## config.mk

```make
export PLATFORM = sky130hd
export DESIGN_NAME = count_sequencer
export DESIGN_NICKNAME = d
export VERILOG_FILES = /design/src/rtl/count_sequencer_pkg.sv /design/src/rtl/count_sequencer_tick_prescaler.sv /design/src/rtl/count_sequencer.sv
export SDC_FILE = /design/constraint.sdc
export NUM_CORES = 1
export LEC_CHECK = 0
export CORE_MARGIN = 2
export CORE_UTILIZATION = 40
export DETAILED_ROUTE_END_ITERATION = 16
export MAX_ROUTING_LAYER = met4
export PLACE_DENSITY = 0.6
export SETUP_SLACK_MARGIN = 0.2
export SLEW_MARGIN = 20
export SYNTH_ARGS = -nofsm -noshare
export SYNTH_HDL_FRONTEND = slang
export SYNTH_SLANG_ARGS = --single-unit
```

## constraint.sdc

```tcl
create_clock -name ADC_CLK_10 -period 5.2 [get_ports ADC_CLK_10]
set_clock_uncertainty 0.2 [all_clocks]
set_input_delay 0.52 -clock ADC_CLK_10 [delete_from_list [all_inputs] [get_ports ADC_CLK_10]]
set_output_delay 0.52 -clock ADC_CLK_10 [all_outputs]
set_load 0.01 [all_outputs]
```

## src/rtl/count_sequencer_pkg.sv

```systemverilog
// count_sequencer_pkg: state encodings and default timing constants shared by the count sequencer.
package count_sequencer_pkg;

    typedef enum logic [1:0] {
        ST_IDLE = 2'b00,
        ST_RUN  = 2'b01,
        ST_STEP = 2'b10,
        ST_HALT = 2'b11
    } state_t;

    localparam int DEF_TICK_DIV  = 1_000_000;
    localparam int DEF_DB_CYCLES = 100_000;

endpackage

```

## src/rtl/count_sequencer_tick_prescaler.sv

```systemverilog
// tick_prescaler: counts 0..DIV-1 while enabled and pulses tick on the terminal count.
module tick_prescaler #(
    parameter int DIV = 4
) (
    input  logic clk,
    input  logic rst,
    input  logic clear,
    input  logic enable,
    output logic tick
);

    localparam int W = $clog2(DIV);

    logic [W-1:0] cnt;

    assign tick = enable && cnt == W'(DIV - 1);

    always_ff @(posedge clk) begin
        if (rst || clear)
            cnt <= '0;
        else if (enable)
            cnt <= tick ? '0 : cnt + W'(1);
    end

endmodule

```

## src/rtl/count_sequencer.sv

```systemverilog
// count_sequencer: run/step/halt control for the display counter with a prescaled tick.
// Optional step debounce is enabled by defining COUNT_SEQ_DEBOUNCE_EN.
module count_sequencer
    import count_sequencer_pkg::*;
#(
    parameter int CNT_W     = 8,
    parameter int TICK_DIV  = DEF_TICK_DIV,
    parameter int DB_CYCLES = DEF_DB_CYCLES
) (
    input  logic             ADC_CLK_10,
    input  logic             rst,
    input  logic             run,
    input  logic             dir,
    input  logic             wrap_mode,
    input  logic             step_n,
    input  logic             clr,
    input  logic [CNT_W-1:0] cnt_val,
    output logic             cnt_en,
    output logic             cnt_dir,
    output logic             cnt_clr,
    output logic [1:0]       state,
    output logic             done,
    output logic             heartbeat
);

    state_t st;
    logic   step_s1, step_s2, step_lvl, step_prev, step_pulse;
    logic   tick, at_term;

    assign state      = st;
    assign step_pulse = step_prev & ~step_lvl;
    assign at_term    = dir ? (cnt_val == '0) : (cnt_val == '1);

    always_ff @(posedge ADC_CLK_10) begin
        if (rst) begin
            step_s1   <= 1'b1;
            step_s2   <= 1'b1;
            step_prev <= 1'b1;
        end else begin
            step_s1   <= step_n;
            step_s2   <= step_s1;
            step_prev <= step_lvl;
        end
    end

`ifdef COUNT_SEQ_DEBOUNCE_EN
    localparam int DB_W = $clog2(DB_CYCLES + 1);

    logic [DB_W-1:0] db_cnt;
    logic            db_level;

    // a new level must persist DB_CYCLES consecutive cycles before it is accepted
    always_ff @(posedge ADC_CLK_10) begin
        if (rst) begin
            db_cnt   <= '0;
            db_level <= 1'b1;
        end else if (step_s2 == db_level) begin
            db_cnt <= '0;
        end else if (db_cnt == DB_W'(DB_CYCLES - 1)) begin
            db_cnt   <= '0;
            db_level <= step_s2;
        end else begin
            db_cnt <= db_cnt + DB_W'(1);
        end
    end

    assign step_lvl = db_level;
`else
    assign step_lvl = step_s2;
`endif

    // held clear outside RUN so every entry into RUN starts a full tick period
    tick_prescaler #(
        .DIV(TICK_DIV)
    ) u_prescaler (
        .clk(ADC_CLK_10),
        .rst(rst),
        .clear(st != ST_RUN),
        .enable(st == ST_RUN),
        .tick(tick)
    );

    always_ff @(posedge ADC_CLK_10) begin
        if (rst) begin
            st        <= ST_IDLE;
            cnt_en    <= 1'b0;
            cnt_clr   <= 1'b0;
            cnt_dir   <= 1'b0;
            done      <= 1'b0;
            heartbeat <= 1'b0;
        end else begin
            cnt_en  <= 1'b0;
            cnt_clr <= 1'b0;
            cnt_dir <= dir;
            case (st)
                ST_IDLE: begin
                    cnt_clr <= clr;
                    if (run) begin
                        st <= ST_RUN;
                    end else if (step_pulse) begin
                        st        <= ST_STEP;
                        cnt_en    <= 1'b1;
                        heartbeat <= ~heartbeat;
                    end
                end
                ST_RUN: begin
                    if (!run) begin
                        st <= ST_IDLE;
                    end else if (tick && !wrap_mode && at_term) begin
                        st   <= ST_HALT;
                        done <= 1'b1;
                    end else if (tick) begin
                        cnt_en    <= 1'b1;
                        heartbeat <= ~heartbeat;
                    end
                end
                ST_STEP: st <= ST_IDLE;
                ST_HALT: begin
                    cnt_clr <= clr;
                    if (!run) begin
                        st   <= ST_IDLE;
                        done <= 1'b0;
                    end
                end
                default: st <= ST_IDLE;
            endcase
        end
    end

endmodule

```

==> impl_metrics.toml <==
[sta]
hold_slack_ns = 0.211
fmax_mhz = 416
rsz0062_at_grt = "false"
finalCritPeriodShare_pct = 46.3
tns_ns = 0
hold_violations = 0
worst_slew_pin_slew_ns = 0.610
max_slew_margin_pct = 59.3
maxSlewViolCount = 0
period_needed_ns = 2.41
setup_slack_ns = 2.79
setup_viol = 0

[place]
port_buffers = 21
place_congestion = 0.861
post_dp_cell_area_um2 = 1710
hpwl_mm = 2.06
dp_slack_ns = 2.61

[synthesis]
yosysSeqAreaShare_pct = 40.7
yosys.area.top_type = "dfxtp_1"
synth.most_common_cell = "nor2_1"
netlist_top_cells_area = "dfxtp_1 (41%), xnor2_1 (8.9%), nor2_1 (8.1%), ha_1 (3.4%), nor3_1 (2.7%)"
syn_area_per_cell_um2 = 8.77
ys_ff_latch = 30
synth_common_cells = "nor2_1 (32), dfxtp_1 (30), xnor2_1 (15)"
async_reset_ff_share_pct = 0
syn_area_um2 = 1470
synth.top_cell.area_share_pct = 40.7
synth_ff_type = "dfxtp_1"
synth_edf_count = 0
syn_nets = 187
synth_cells = 168
synth-warning-count = 0
synth.distinct_cells = 38

[routing]
wl_mm = 2.84
dr.pass1.iters = 4
first_iter_violations = 34
final_antenna_net_count = 0
drc = 0
vias = 1171
post_drt_wl_per_cell_um = 11.8
routed_via_density = 4.88

[cts]
cts_buffers = 5
path_clk_slew_ns = 0.07
htreeDepth = 2
cts_tree = "built"
cts.sinks = 30
clock_latency_ns = 0.28
post_cts_buffers = 0
clockBufferDepth = 2
ctsHoldBuffers = 0
root_buffer = "clkbuf_8"
ctsResizeCount = 0

[cells_and_area]
n_fill_cell = 342
antennaDiodeCount = 0
drive_gt1_share_pct = 7.81
design_area_um2 = 1860
final_nets = 210
area_delta_synth_final_pct = 25.9
fin_util_pct = 51.5

[floorplanning]
chipWidth_um = 64.7
boundaryPins = 22
num_rows = 22
chipHeight_um = 64.7
start_util_pct = 40.9
dieArea_um2 = 4190
core_um2 = 3610

[power_and_ir_drop]
power.leakage_uw = 0.000576
power_frac_comb_pct = 9.7
power.switching_uw = 120
switching_share_pct = 20.3
internal_power_uw = 470
ir_drop_mv = 0.175
power_frac_clock_pct = 49.7
powerDensity_nw_per_um2 = 318
p_seq_share_pct = 40.7

[global_route]
grt.total_usage_pct = 15.7
overflow = 0
grt_max_degree = 20
grt_pass1_vias = 1096
antenna_found_initial = 0
grt_pass1_wl_mm = 4.83

[critical_path]
crit_path_start_kind = "flop"
worstPathArrival_ns = 2.38
worstPathCellList = "ha_1 -> nand4bb_1 -> or3_1 -> and2_1 -> a31oi_1 -> mux2_1"
cp_slowest_cell = "ha_1"
slowest_delay_ns = 0.44
path_class = "reg -> reg"
path_buf_inv = 0
required_ns = 5.17
end_kind = "flop"
crit_fanout = 12
path_delay_family = "simple AND/OR/NAND/NOR gates"

[run]
cap_violations = 0

[status]
status = "complete, no violations"

[min_path]
hp-class = "reg -> reg"
[kinds of logic (layout without fill, tap and decap cells)]
family	after synthesis	after routing	share of synthesized area, %
DFF	30	30	40.7
AOI/OAI and AO/OA	7	7	5.26
xor gates and xnor gates	18	18	10.7
buffers and inverters	13	37	4.16
adders and majority gates	4	4	3.40
muxes	4	4	2.80
and+or+nand+nor	92	92	32.9
[placed cells by master, fill, tap and decap left out, drive strengths merged, types with 2 or more instances in the layout]
| master | instances |
|---|---|
| nor2 | 32 |
| dfxtp | 30 |
| clkdlybuf4s50 | 21 |
| xnor2 | 15 |
| nand2 | 9 |
| inv | 8 |
| nor3 | 8 |
| nand3 | 7 |
| nand4 | 6 |
| clkbuf | 6 |
| nand2b | 4 |
| ha | 4 |
| or2 | 4 |
| nor4 | 3 |
| nor2b | 3 |
| mux2i | 3 |
| xor2 | 3 |
| nand3b | 2 |
| nor4bb | 2 |
| and3 | 2 |
| and4 | 2 |
| or3 | 2 |
| nor3b | 2 |
| bufinv | 2 |
[per-layer routing]
metal | GRT usage (%) | routed length, µm | vias up | share of wire, %
li1 | - | - | 613 | -
met1 | 18.5 | 1320 | 530 | 46
met2 | 23.8 | 1310 | 23 | 46
met3 | 6.42 | 168 | 5 | 5.9
met4 | 6.38 | 45 | 0 | 1.6
met5 | - | 0 | - | 0
[area by class of cell]
class                      instances  area [µm²]  share of cell area, %
multi-input combinational        125         812                   43.8
sequential                        30         601                   32.4
tap                               48        60.1                   3.24
timing repair buffer              21         210                   11.3
inverter                           8        30.0                   1.62
clock inverter                     2        60.1                   3.24
clock buffer                       6        82.6                   4.45
[registers in the layout, indices dropped and copies added (netlist names)]
name	cells
cnt_dir	1
state	2
step_s1	1
step_lvl	1
step_prev	1
done	1
cnt_clr	1
heartbeat	1
cnt_en	1
u_prescaler.cnt	20
[power groups by stage]
stage | logic, µW | clock network (µW) | registers [µW]
after detailed placement | 57.6 | 0 | 245
after CTS | 57.8 | 301 | 240
final | 57.1 | 293 | 240
after global placement | 56.8 | 0 | 245
after floorplan | 31.4 | 0 | 246
after global routing | 63.2 | 312 | 241
[final timing paths]
check,depth (start not counted),endpoint,slack (ns),start
min reg2reg,1,step_lvl,0.21,step_s1
max,6,heartbeat,2.79,state[0]
min,1,step_lvl,0.21,step_s1
max reg2reg,6,heartbeat,2.79,state[0]
[through the flow]
stage | std cells | total power, µW
2_1_floorplan | 168 | 278
3_3_place_gp | 232 | 302
3_5_place_dp | 232 | 303
4_1_cts | 240 | 599
5_1_grt | 240 | 615
6_report | 240 | 590
(Power assumes the default switching activity.)
